File: src/rtl/uart_rx_ctrl.sv
`default_nettype none
// ============================================================================
// Module      : uart_rx_ctrl
// Description : Frame classifier, show-ahead byte FIFO and error statistics
//               behind a 16x-oversampled UART receiver.
// Revision    : 1.0 - initial release
// ============================================================================
module uart_rx_ctrl #(
  parameter int DEPTH = 4,
  parameter int AW    = 2,
  parameter int CNT_W = 8
) (
  input  logic             clk,
  input  logic             rst,
  input  logic [7:0]       rx_data,
  input  logic             rx_en,
  input  logic             rx_dataerror,
  input  logic             rx_frameerror,
  output logic [7:0]       out_data,
  output logic             out_valid,
  input  logic             out_ready,
  output logic [AW:0]      fifo_count,
  output logic             overflow,
  output logic [CNT_W-1:0] parity_errs,
  output logic [CNT_W-1:0] frame_errs,
  input  logic             clr_stat,
  output logic             rx_busy
);

  typedef enum logic [1:0] {
    S_IDLE = 2'd0,
    S_RECV = 2'd1,
    S_EVAL = 2'd2
  } state_t;

  localparam logic [AW:0]      c_depth = (AW+1)'(DEPTH);
  localparam logic [CNT_W-1:0] c_ones  = '1;

  state_t           r_state;
  logic             r_rx_en_d;
  logic             r_seen_low;
  logic [7:0]       r_cap_data;
  logic             r_cap_perr;
  logic             r_cap_ferr;
  logic [7:0]       r_mem [DEPTH];
  logic [AW-1:0]    r_wr_ptr;
  logic [AW-1:0]    r_rd_ptr;
  logic [AW:0]      r_count;
  logic             r_overflow;
  logic [CNT_W-1:0] r_perr_cnt;
  logic [CNT_W-1:0] r_ferr_cnt;

  logic w_fall;
  logic w_eval;
  logic w_full;
  logic w_push;
  logic w_pop;

  assign w_fall = r_rx_en_d & ~rx_en;
  assign w_eval = (r_state == S_EVAL);
  assign w_full = (r_count == c_depth);
  assign w_push = w_eval & ~r_cap_ferr & ~r_cap_perr & ~w_full;
  assign w_pop  = (r_count != '0) & out_ready;

  // A frame already in flight when reset releases is not tracked: rx_en must
  // be seen low once before a new frame can be accepted.
  always_ff @(posedge clk or negedge rst) begin
    if (!rst) begin
      r_state    <= S_IDLE;
      r_rx_en_d  <= 1'b0;
      r_seen_low <= 1'b0;
      r_cap_data <= '0;
      r_cap_perr <= 1'b0;
      r_cap_ferr <= 1'b0;
    end else begin
      r_rx_en_d <= rx_en;
      if (!rx_en) r_seen_low <= 1'b1;
      case (r_state)
        S_IDLE: if (rx_en && r_seen_low) r_state <= S_RECV;
        S_RECV: begin
          if (w_fall) begin
            r_state    <= S_EVAL;
            r_cap_data <= rx_data;
            r_cap_perr <= rx_dataerror;
            r_cap_ferr <= rx_frameerror;
          end
        end
        S_EVAL:  r_state <= S_IDLE;
        default: r_state <= S_IDLE;
      endcase
    end
  end

  always_ff @(posedge clk or negedge rst) begin
    if (!rst) begin
      for (int i = 0; i < DEPTH; i++) r_mem[i] <= '0;
      r_wr_ptr <= '0;
      r_rd_ptr <= '0;
      r_count  <= '0;
    end else begin
      if (w_push) begin
        r_mem[r_wr_ptr] <= r_cap_data;
        r_wr_ptr        <= r_wr_ptr + AW'(1);
      end
      if (w_pop) r_rd_ptr <= r_rd_ptr + AW'(1);
      case ({w_push, w_pop})
        2'b10:   r_count <= r_count + (AW+1)'(1);
        2'b01:   r_count <= r_count - (AW+1)'(1);
        default: r_count <= r_count;
      endcase
    end
  end

  // Fullness is judged on the pre-pop count, so a push against a full FIFO
  // is dropped even when a pop lands in the same cycle.
  always_ff @(posedge clk or negedge rst) begin
    if (!rst) begin
      r_overflow <= 1'b0;
      r_perr_cnt <= '0;
      r_ferr_cnt <= '0;
    end else if (clr_stat) begin
      r_overflow <= 1'b0;
      r_perr_cnt <= '0;
      r_ferr_cnt <= '0;
    end else if (w_eval) begin
      if (r_cap_ferr) begin
        if (r_ferr_cnt != c_ones) r_ferr_cnt <= r_ferr_cnt + CNT_W'(1);
      end else if (r_cap_perr) begin
        if (r_perr_cnt != c_ones) r_perr_cnt <= r_perr_cnt + CNT_W'(1);
      end else if (w_full) begin
        r_overflow <= 1'b1;
      end
    end
  end

  assign out_data    = r_mem[r_rd_ptr];
  assign out_valid   = (r_count != '0);
  assign fifo_count  = r_count;
  assign overflow    = r_overflow;
  assign parity_errs = r_perr_cnt;
  assign frame_errs  = r_ferr_cnt;
  assign rx_busy     = (r_state != S_IDLE);

endmodule
`default_nettype wire
File: config.mk
export PLATFORM = sky130hd
export DESIGN_NAME = uart_rx_ctrl
export DESIGN_NICKNAME = d
export VERILOG_FILES = /design/src/rtl/uart_rx_ctrl.sv
export SDC_FILE = /design/constraint.sdc
export NUM_CORES = 1
export LEC_CHECK = 0
export ABC_AREA = 0
export ABC_CLOCK_PERIOD_IN_PS = 2940
export CORE_MARGIN = 2
export CORE_UTILIZATION = 40
export CTS_BUF_LIST = sky130_fd_sc_hd__clkbuf_8
export DETAILED_ROUTE_END_ITERATION = 6
export GPL_ROUTABILITY_DRIVEN = 1
export MAX_ROUTING_LAYER = met4
export PLACE_DENSITY = 0.59
export SYNTH_ARGS = -nofsm -noshare
export SYNTH_HDL_FRONTEND = slang
export SYNTH_SLANG_ARGS = --single-unit
File: constraint.sdc
create_clock -name clk -period 2.94 [get_ports clk]
set_input_delay 0.588 -clock clk [delete_from_list [all_inputs] [get_ports clk]]
set_output_delay 0.588 -clock clk [all_outputs]
set_load 0.03 [all_outputs]
==> out/results.tsv <==
stage	metric	value	unit
yosys	Syn Inst Count	234	
run	Max Cap Violations	0	
sta	setup slack after layout	324.4	ps
die	die area	8750	um^2
placement	DP HPWL	3985	um
detailed_routing	routed vias	2012	
yosys	Post-synth ARST share	100.0	%
clock_network	Root Buffer	clkbuf_8	
detailed_routing	routed len/inst	14.84	um
pwr	Leak	1.809	nW
sta	hold_ws	283.4	ps
global_routing	number of global-route vias before repair	2153	
global_routing	initial antenna violation count	0	
layout	Core Util, Final	51.53	%
detailed_routing	Remaining DRCs	0	
detailed_routing	antenna-violating nets left	0	
die	I/O Pins	45	
clock_network	CTS tree	yes	
placement	Placement Setup Slack	594.2	ps
yosys	synthesis-stage register bit count	70	
die	Std-Cell Rows	32	
layout	final instance count without filler cells	394	
setup_path	Reg2Reg Depth	9	
sta	Tcrit/Tclk final	88.97	%
yosys	Mean Syn Cell Area	13.70	um^2
yosys	sequential share of the synthesized area	54.62	%
global_routing	largest net degree at the start of global routing	42	
run_status	status	completed	
pwr	combinational power share	25.7	%
setup_path	critical path's slowest cell	clkdlybuf4s50_1	
sta	setup_tns	0	ps
clock_network	post-cts resize count	0	
placement	DP Cell Count	378	
setup_path	Worst Setup Start Kind	flop	
pwr	Reg power frac	45.1	%
clock_network	maximum clock insertion buffer count	2	
global_routing	global-route usage over all layers	15.75	%
layout	# nets final	310	
yosys	Synth Cell Area	3207	um^2
placement	Port Buf Inserts	44	
detailed_routing	drt total wl	5848	um
yosys	syn_nets	257	
die	initial core utilization	41.29	%
sta	Final Hold Viols	0	
detailed_routing	drt pass-1 iters	4	
sta	worst-margin pin slew	686.9	ps
worst_hold_path	Hold Crit Class	in2async	
pwr	P_int	0.001980	W
pwr	Clk network pwr share	29.1	%
setup_path	critical path class	reg2out	
yosys	Synthesis Warnings	0	
layout	diode count	0	
pwr	Net Sw Frac	30.42	%
sta	relative slew slack	54.21	%
setup_path	crit-path max cell delay	610	ps
clock_network	number of CTS-inserted buffers	9	
global_routing	first-pass GRT wire length	10300	um
detailed_routing	initial drt markers	78	
setup_path	crit path max fanout	10	
clock_network	Post-CTS Setup Bufs	0	
die	Chip Width	93.54	um
global_routing	GR Overflow Total	0	
setup_path	worst endpoint required time	2350	ps
setup_path	crit end category	primary output	
die	core area	7767	um^2
clock_network	clk_lat worst skew	340	ps
pwr	maximum vdd ir drop	0.0002967	V
clock_network	Post-CTS Hold Buffers	0	
sta	max-slew violations	0	
clock_network	Clock transition at path regs	80	ps
sta	Setup Skew	10.74	ps
yosys	Synth cell types	44	
sta	Tmin final	2616	ps
clock_network	clk sink count	70	
detailed_routing	vias per cell	5.107	
sta	RSZ-0062 raised after global routing	false	
pwr	pwr dens	711.1	nW/um^2
pwr	Switch Pwr	0.0008659	W
yosys	EDFF count, synth	0	
die	Die Y-Extent	93.54	um
placement	GPL Wtd Cong	0.7771	
sta	Peak Freq	382.3	MHz
layout	share of cells above drive strength 1	26.71	%
yosys	ys flop type	dfrtp_1	
setup_path	CP arrival	2030	ps
sta	final setup fails	0	
clock_network	H-tree depth	3	
layout	Area Growth Syn to Fin	24.81	%
setup_path	critical-path cell list	buf_4 > mux4_2 > clkdlybuf4s50_1	
layout make-up:
cell class,instances,area [um^2]
fill,700,3765
sequential,70,1752
multi-input combinational,151,1409
timing repair buffer,47,470.5
tap,102,127.6
clock buffer,9,123.9
clock inverter,7,90.09
inverter,8,30.03
flip-flops by register name, summed over array words and instances (netlist names):
register / cells
r_mem: 32
frame_errs: 8
parity_errs: 8
r_cap_data: 8
fifo_count: 3
r_rd_ptr: 2
r_state: 2
r_wr_ptr: 2
overflow: 1
r_cap_ferr: 1
r_cap_perr: 1
r_rx_en_d: 1
r_seen_low: 1
final timing paths:
path,start,end,slack [ps]
min in group clk,r_seen_low,r_seen_low,480
worst min-delay path,rst,parity_errs[7],280
worst min register to register,r_seen_low,r_seen_low,480
worst max-delay path,r_rd_ptr[0],out_data[3],320
max in group asynchronous,rst,frame_errs[7],2000
worst max register to register,r_state[0],fifo_count[2],700
worst max-delay path, delay by kind of cell (launching register included):
kind                   cells  cell delay [ps]
buffers and inverters      2              830
flip-flops                 1              320
multiplexers               1              530
per-layer routing:
layer | GRT usage (%) | wire (um) | vias to the layer above
met2 | 24.76 | 2856 | 29
met4 | 7.005 | 127 | 0
li1 | - | - | 951
met5 | - | 0 | -
met3 | 2.659 | 161 | 11
met1 | 20.24 | 2703 | 1021
synthesized netlist by cell type, drive strengths merged, types with 2 or more instances:
master / instances / share of area [%]
inv: 8 / 0.94
nand2: 10 / 2.1
a21oi: 5 / 0.78
nand4: 4 / 0.78
o21ai: 6 / 1.1
xnor2: 6 / 1.6
ha: 7 / 2.7
dfrtp: 70 / 55
or4: 2 / 0.47
buf: 4 / 0.55
nand2b: 2 / 0.39
o211ai: 3 / 0.70
mux2i: 2 / 0.62
and2: 2 / 0.39
mux2: 42 / 15
nand3: 5 / 0.78
and3: 2 / 0.39
nor2: 15 / 1.8
mux4: 8 / 5.6
or3: 3 / 0.59
xor2: 9 / 2.5
cells by family after synthesis:
family | share of synthesized area (%)
fa+ha+maj | 3.355
buf+inv | 1.600
mux | 20.99
compound gates | 4.838
xor+xnor | 4.097
simple gates | 10.49
flops | 54.62
through the flow:
step | instance area (um^2) | power [W]
after floorplan | 3207 | 0.001783
after global placement | 3789 | 0.002040
after detailed placement | 3789 | 0.002052
after CTS | 4003 | 0.002894
after global routing | 4003 | 0.003019
final | 4003 | 0.002846
power groups by stage:
stage,logic [W],registers [W],clock network [W]
floorplan,0.000500,0.00128,0
global placement,0.000734,0.00131,0
detailed placement,0.000745,0.00131,0
CTS,0.000750,0.00129,0.000857
global route,0.000801,0.00132,0.000902
finish,0.000733,0.00128,0.000829
cell usage in the layout, fill, tap and decap left out, types with 3 or more instances in the layout:
cell type and instances:
dfrtp_1 70, nand2_1 6, clkbuf_8 9, xnor2_1 6
nand4_1 4, or3_1 3, nor2_1 15, o21ai_0 5
xor2_1 9, ha_1 7, nand2_4 4, o211ai_1 3
mux4_2 8, clkdlybuf4s50_1 43, nand3_1 5, a21oi_1 5
inv_1 9, mux2_2 40
No activity file was read; power rests on OpenSTA's default activity.
==> RTL edit: new RTL, same settings <==
Set the parameter `AW` to 1 (it was 2).
--- a/src/rtl/uart_rx_ctrl.sv
+++ b/src/rtl/uart_rx_ctrl.sv
@@ -7,7 +7,7 @@
 // ============================================================================
 module uart_rx_ctrl #(
   parameter int DEPTH = 4,
-  parameter int AW    = 2,
+  parameter int AW    = 1,
   parameter int CNT_W = 8
 ) (
   input  logic             clk,
Ports: changed (resized fifo_count); port bits go from 45 to 44. The function was not compared with the original's and may differ.
==> RTL edit against the original RTL <==
- sequential cell count shrank 19
- setup slack gained 0.13 ns
- clock power shrank 52%
- core utilization grew 0.89 points
- largest power group unchanged
- total power shrank 34%
- die area shrank 27%
- register-to-register slack gained 0.49 ns
- critical path type unchanged
- synthesized area shrank 28%
- wire length shrank 23%
- synthesized cell count shrank 23%
- sequential power shrank 26%
- clock skew shrank 0.0037 ns
- design area shrank 27%
- worst hold slack gained 0.19 ns
==> RTL edit: results (changes against the original RTL) <==
| Metric | Value |
|---|---|
| Compound-Gate Fraction of Synth Area | `0.0666 (was 0.0484)` |
| Cells after synthesis | `180 (was 234)` |
| Top delay family on crit path | `flip-flops (was buffers and inverters)` |
| LEAKAGE | `1.23 nW (was 1.81 nW)` |
| Worst Max-Slew Pin Slew | `1.13 ns (was 0.687 ns)` |
| Hold crit path type | `register to register (was input port to asynchronous set/reset pin)` |
| Max reg flops | `16 (was 32)` |
| Synth area leaders | `dfrtp_1 (55%), mux2_1 (8.8%), mux2_2 (7.8%), nor2_1 (2.4%), xnor2_1 (2.3%) (was dfrtp_1 (55%), mux2_2 (14%), mux4_2 (5.6%), ha_1 (2.7%), xor2_1 (2.5%))` |
| Post-synthesis xor/xnor area fraction | `0.0455 (was 0.0410)` |
| Max VDD drop | `0.343 mV (was 0.297 mV)` |
| Fraction of the mapped netlist area in adder cells | `0.0163 (was 0.0336)` |
| Outcome | `complete, no violations (unchanged)` |
| Drt wl/cell | `15.0 um (was 14.8 um)` |
| Dpl ws | `0.701 ns (was 0.594 ns)` |
| End of the critical path | `out_data[2] (was out_data[3])` |
| WP data arrival | `1.90 ns (was 2.03 ns)` |
| Tcrit/Tclk final | `0.847 (was 0.890)` |
| Grt met1 use | `0.188 (was 0.202)` |
| Syn_nets | `198 (was 257)` |
| Critical R2R Capture | `r_mem[29] (was fifo_count[2])` |
| Post-synth top cells | `dfrtp_1 (51), mux2_1 (18), mux2_2 (16) (was dfrtp_1 (70), mux2_2 (40), nor2_1 (15))` |
| Minimum hold slack | `0.478 ns (was 0.283 ns)` |
| Final Skew | `0.00701 ns (was 0.0107 ns)` |
| Post-DP HPWL | `3220 um (was 3980 um)` |
| Fraction of layout cells with a size suffix above 1 | `0.159 (was 0.267)` |
| Crit-path slowest cell | `dfrtp_1 (was clkdlybuf4s50_1)` |
| Largest net degree at the start of global routing | `52 (was 42)` |
| Iter 0 DRT Violations | `67 (was 78)` |
| Area after DPL | `2820 um2 (was 3790 um2)` |
| Clock buffer count from CTS | `5 (was 9)` |
| First-pass GRT wire length | `7530 um (was 10300 um)` |
| Gpl congestion | `0.875 (was 0.777)` |
| Finished Layout Cells | `299 (was 394)` |
| Number of distinct library cells after synthesis | `41 (was 44)` |
| Worst Setup SP | `r_rd_ptr (was r_rd_ptr[0])` |
| Post-layout net count | `245 (was 310)` |
==> RTL edit: logic make-up after synthesis <==
kind of cell               after synthesis
adders and majority gates                3
and+or+nand+nor                         49
muxes                                   36
xor gates and xnor gates                12
DFF                                     51
buffers and inverters                    7
AOI/OAI and AO/OA                       22
==> RTL edit: power by group <==
| group | total, mW | internal [mW] | switching (mW) | leakage (nW) |
|---|---|---|---|---|
| registers | 0.952 | 0.826 | 0.126 | 0.665 |
| clock network | 0.395 | 0.185 | 0.210 | 0.0470 |
| logic | 0.522 | 0.268 | 0.254 | 0.523 |
| total | 1.87 | 1.28 | 0.590 | 1.23 |
==> RTL edit: final cells by class <==
class	instances	area [um2]
Tap cell	72	90.1
Clock buffer	6	82.6
Fill cell	477	2640
Sequential cell	51	1280
Timing Repair Buffer	44	433
Multi-Input combinational cell	122	1010
Clock inverter	1	5.00
Inverter	3	11.3
